File: src/rtl/msrv32_integer_file_if.sv
// Read/write port bundle of the integer register file: writeback-stage
// write controls in, two combinational source-operand read ports out.
interface msrv32_integer_file_if #(
  parameter int DATA_W = 32,
  parameter int ADDR_W = 5
);
  logic [ADDR_W-1:0] rs_1_addr_in;
  logic [ADDR_W-1:0] rs_2_addr_in;
  logic [ADDR_W-1:0] rd_addr_reg_in;
  logic              wr_en_int_in;
  logic              flush_in;
  logic [DATA_W-1:0] wb_mux_out_in;
  logic [DATA_W-1:0] rs_1_out;
  logic [DATA_W-1:0] rs_2_out;

  modport master (
    output rs_1_addr_in, rs_2_addr_in, rd_addr_reg_in,
    output wr_en_int_in, flush_in, wb_mux_out_in,
    input  rs_1_out, rs_2_out
  );

  modport slave (
    input  rs_1_addr_in, rs_2_addr_in, rd_addr_reg_in,
    input  wr_en_int_in, flush_in, wb_mux_out_in,
    output rs_1_out, rs_2_out
  );
endinterface

File: src/rtl/msrv32_integer_file.sv
// Architectural integer register file x0..x31 with write-through bypass;
// x0 is not stored and always reads zero.
module msrv32_integer_file #(
  parameter int DATA_W = 32,
  parameter int NREGS  = 32,
  parameter int ADDR_W = $clog2(NREGS)
) (
  input  logic                  ms_riscv32_mp_clk_in,
  input  logic                  ms_riscv32_mp_rst_n_in,
  msrv32_integer_file_if.slave  rf
);

  logic [DATA_W-1:0] regs [1:NREGS-1];
  logic              wr_eff;
  logic              byp_en;

  assign wr_eff = rf.wr_en_int_in & ~rf.flush_in & (rf.rd_addr_reg_in != '0);
  // While reset is held the write path is dead, so reads show storage only.
  assign byp_en = wr_eff & ms_riscv32_mp_rst_n_in;

  always_ff @(posedge ms_riscv32_mp_clk_in) begin
    if (!ms_riscv32_mp_rst_n_in) begin
      for (int i = 1; i < NREGS; i++) begin
        regs[i] <= '0;
      end
    end else if (wr_eff) begin
      regs[rf.rd_addr_reg_in] <= rf.wb_mux_out_in;
    end
  end

  always_comb begin
    rf.rs_1_out = '0;
    if (rf.rs_1_addr_in != '0) begin
      if (byp_en && (rf.rd_addr_reg_in == rf.rs_1_addr_in)) begin
        rf.rs_1_out = rf.wb_mux_out_in;
      end else begin
        rf.rs_1_out = regs[rf.rs_1_addr_in];
      end
    end
  end

  always_comb begin
    rf.rs_2_out = '0;
    if (rf.rs_2_addr_in != '0) begin
      if (byp_en && (rf.rd_addr_reg_in == rf.rs_2_addr_in)) begin
        rf.rs_2_out = rf.wb_mux_out_in;
      end else begin
        rf.rs_2_out = regs[rf.rs_2_addr_in];
      end
    end
  end

endmodule

File: src/flat_wrapper.sv
// flat-port wrapper written by rule: the top's interface ports become plain ports
module msrv32_integer_file_flat 
#(
  parameter int DATA_W = 32,
  parameter int NREGS  = 32,
  parameter int ADDR_W = $clog2(NREGS)
)
  (ms_riscv32_mp_clk_in, ms_riscv32_mp_rst_n_in, rf_rs_1_addr_in, rf_rs_2_addr_in, rf_rd_addr_reg_in, rf_wr_en_int_in, rf_flush_in, rf_wb_mux_out_in, rf_rs_1_out, rf_rs_2_out);
  msrv32_integer_file_if #(.DATA_W(DATA_W), .ADDR_W(ADDR_W)) rf_i ();
  input  logic ms_riscv32_mp_clk_in;
  input  logic ms_riscv32_mp_rst_n_in;
  input wire logic [$bits(rf_i.rs_1_addr_in)-1:0] rf_rs_1_addr_in;
  input wire logic [$bits(rf_i.rs_2_addr_in)-1:0] rf_rs_2_addr_in;
  input wire logic [$bits(rf_i.rd_addr_reg_in)-1:0] rf_rd_addr_reg_in;
  input wire logic [$bits(rf_i.wr_en_int_in)-1:0] rf_wr_en_int_in;
  input wire logic [$bits(rf_i.flush_in)-1:0] rf_flush_in;
  input wire logic [$bits(rf_i.wb_mux_out_in)-1:0] rf_wb_mux_out_in;
  output wire logic [$bits(rf_i.rs_1_out)-1:0] rf_rs_1_out;
  output wire logic [$bits(rf_i.rs_2_out)-1:0] rf_rs_2_out;
  assign rf_i.rs_1_addr_in = rf_rs_1_addr_in;
  assign rf_i.rs_2_addr_in = rf_rs_2_addr_in;
  assign rf_i.rd_addr_reg_in = rf_rd_addr_reg_in;
  assign rf_i.wr_en_int_in = rf_wr_en_int_in;
  assign rf_i.flush_in = rf_flush_in;
  assign rf_i.wb_mux_out_in = rf_wb_mux_out_in;
  assign rf_rs_1_out = rf_i.rs_1_out;
  assign rf_rs_2_out = rf_i.rs_2_out;
  msrv32_integer_file #(.DATA_W(DATA_W), .NREGS(NREGS), .ADDR_W(ADDR_W)) u_core (.ms_riscv32_mp_clk_in(ms_riscv32_mp_clk_in), .ms_riscv32_mp_rst_n_in(ms_riscv32_mp_rst_n_in), .rf(rf_i));
endmodule
File: config.mk
export PLATFORM = sky130hd
export DESIGN_NAME = msrv32_integer_file_flat
export DESIGN_NICKNAME = d
export VERILOG_FILES = /design/src/rtl/msrv32_integer_file_if.sv /design/src/rtl/msrv32_integer_file.sv /design/src/flat_wrapper.sv
export SDC_FILE = /design/constraint.sdc
export NUM_CORES = 2
export LEC_CHECK = 0
export CAP_MARGIN = 40
export CORE_ASPECT_RATIO = 0.7
export CORE_UTILIZATION = 25
export CTS_CLUSTER_SIZE = 14
export DETAILED_ROUTE_END_ITERATION = 12
export MAX_ROUTING_LAYER = met4
export PLACE_DENSITY = 0.45
export SYNTH_ARGS = -nofsm -noshare
export SYNTH_HDL_FRONTEND = slang
export SYNTH_SLANG_ARGS = --single-unit
File: constraint.sdc
create_clock -name ms_riscv32_mp_clk_in -period 3.62 [get_ports ms_riscv32_mp_clk_in]
set_input_delay 0.362 -clock ms_riscv32_mp_clk_in [delete_from_list [all_inputs] [get_ports ms_riscv32_mp_clk_in]]
set_output_delay 0.362 -clock ms_riscv32_mp_clk_in [all_outputs]
set_load 0.005 [all_outputs]
==> summary.md <==
| Metric | Value |
|---|---|
| Status | `finished clean` |
| Final setup violation count | `0` |
| WP data required | `3260 ps` |
| Clock buffer count from CTS | `105` |
| Leakage | `23.1 nW` |
| Slowest CP cell | `clkdlybuf4s50_1` |
| Layout cells sized above 1 | `21.2%` |
| Final slew viol count | `0` |
| Yosys reg bits | `1,024` |
| Core area | `221,000 sq um` |
| Nets | `4,258` |
| PortBufs | `114` |
| Chip width | `567 um` |
| Number of remaining DRC errors | `0` |
| # IOs | `115` |
| Critical path class | `input port to output pin` |
| First-pass GRT wire length | `304,000 um` |
| CP cell instances | `clkdlybuf4s50_1 -> or3_1 -> o31ai_4 -> buf_12 -> buf_12 -> nor2_1 -> a21oi_1 -> o31a_1 -> clkdlybuf4s50_1` |
| Min-delay worst type | `input port to flip-flop` |
| Clock sink total | `1,024` |
| Cts hold-fix bufs | `0` |
| Most frequent cells in the layout | `1,024 x edfxtp_1, 994 x and2_1, 431 x mux2i_1` |
| Root Buffer | `clkbuf_16` |
| Power per cell area | `435 nW/um^2` |
| CTS max path bufs | `3` |
| Synthesized cell area | `55,900 sq um` |
| Htree depth | `3` |
| Worst setup EP type | `output pin` |
| Worst-path clk slew | `70 ps` |
| Largest regs | `u_core.regs (1024)` |
| Largest net degree at the start of global routing | `69` |
| CP Max Fanout | `35` |
| RSZ-0062 raised after global routing | `no` |
| GRT Util Overall | `19.7%` |
| Syn Area/Cell | `13.8 sq um` |
| CTS tree | `done` |
| Vias in the first global route | `36,900` |
| Area contributors post-synth | `edfxtp_1 55%, mux4_2 13%, and2_1 11%` |
| Routability cong. | `0.845` |
| Hold Fails Final Rpt | `0` |
| Post-route design area | `66,600 sq um` |
| Post-Place Cell Area | `63,300 sq um` |
| Max Fclk | `283 MHz` |
| Antenna violations before repair | `19` |
| Synth Warn # | `0` |
| Final TNS setup | `0 ps` |
| Yosys top cell by area | `edfxtp_1` |
| WL per Instance | `30.5 um` |
| Max_cap viols | `0` |
| Via count | `37,600` |
| Least-Margin Pin Slew | `945 ps` |
| Tmin final | `3540 ps` |
| Post-CTS Setup Repair Bufs | `0` |
| Height of the die | `398 um` |
| Asr flop ratio synth | `0%` |
| Post-synth cell types | `53` |
| Yosys top cell area share | `55.0%` |
| Part of the Yosys area used for sequential elements | `55.0%` |
| Post_cts resized | `3` |
| Crit start category | `input port` |
| Largest stage delay on the critical path | `540 ps` |
| Register bank with the most flops | `u_core.regs` |
| First-pass detailed-route iteration total | `5` |
| Commonest non-fill, non-tap cell in the layout | `edfxtp_1` |
| Relative slew margins | `36.8%` |
| Period Utilization, post-route | `97.8%` |
| Worst EP arrival | `3180 ps` |
| 1st-iter DRT viols | `4,557` |
| Initial Util | `25.3%` |
| Synth Flop Type | `edfxtp_1` |
| Final Core Density | `30.1%` |
| Num rows | `144` |
| Estimated wirelength of the detail-placed design | `145,000 um` |
| Die area | `226,000 sq um` |
| Overflow after GRT | `0` |
| Total Routed Length | `220,000 um` |
| Area delta synth->final | `19.1%` |
| Worst vdd ir | `0.428 mV` |
| Number of flops mapped to enable cells by yosys | `1,024` |
| Vias per inst | `5.20` |
| Antenna viol nets, final | `0` |
| Post-synthesis cell count | `4,064` |
| Max FFs per register | `1,024` |
critical path, delay by kind of cell:
family / cells / cell delay, ps
AO/OA/AOI/OAI: 3 / 680
buffers and inverters: 4 / 1520
AND/OR/NAND/NOR: 2 / 540
synth_stat cells (14+ instances only):
master,count
o2111ai_1,42
o31ai_1,32
buf_2,76
a221oi_1,33
nor3_1,14
nor2b_1,27
a22oi_1,118
and2_1,994
a31oi_1,32
a21o_1,20
a211oi_1,23
nand2_1,38
buf_4,52
mux2i_1,431
nor2_1,103
edfxtp_1,1024
o21ai_0,72
o31a_1,33
o22ai_1,29
mux2_2,14
o211ai_1,41
buf_6,17
clkbuf_1,285
mux4_2,311
a21oi_1,108
layout make-up:
cell class,count,area (sq um)
Sequential cell,1024,30700
Antenna cell,13,32.5
Multi-Input combinational cell,2624,23900
Clock inverter,66,498
Timing Repair Buffer,449,5020
Inverter,3,11.3
Clock buffer,127,2770
Fill cell,21800,154000
Tap cell,2920,3650
cell families after synthesis:
group           synth area share, %
simple gates                   13.1
flops                          55.0
mux                            20.5
compound gates                 7.42
buf+inv                        3.75
xor+xnor                      0.157
other cells                 0.00671
path summary, 6_finish.rpt:
path / start / to / slack [ps] / cells after the start
hold / removal: ms_riscv32_mp_rst_n_in / u_core.regs[10][3] / 330 / 3
setup / recovery: rf_rd_addr_reg_in[3] / rf_rs_2_out[9] / 80 / 9
power breakdown:
group	switching, mW	leakage (nW)	total [mW]	internal [mW]
Sequential	0.320	9.74	14.0	13.7
Clock	5.02	1.62	11.0	5.93
Combinational	2.33	11.7	4.01	1.67
per-layer routing:
layer | routed length [um] | global-route usage [%] | part of all wire (%) | vias to the layer above
met2 | 92500 | 27.5 | 42 | 1550
li1 | - | - | - | 15800
met1 | 107000 | 29.5 | 49 | 20000
met3 | 16400 | 3.66 | 7.5 | 223
met5 | 0 | - | 0 | -
met4 | 4170 | 3.70 | 1.9 | 0
metrics by stage:
stage                     instances  worst slack (ps)  hold slack, ps  power, mW
after global placement         6999              -163            1060       18.2
final                          7226              80.6             329       28.9
after global routing           7216              3.99             320       29.8
after floorplan                4095              -286             461       16.2
after detailed placement       7020             -95.1            1060       18.2
after CTS                      7213              61.0             310       29.1
(Power assumes the default switching activity.)
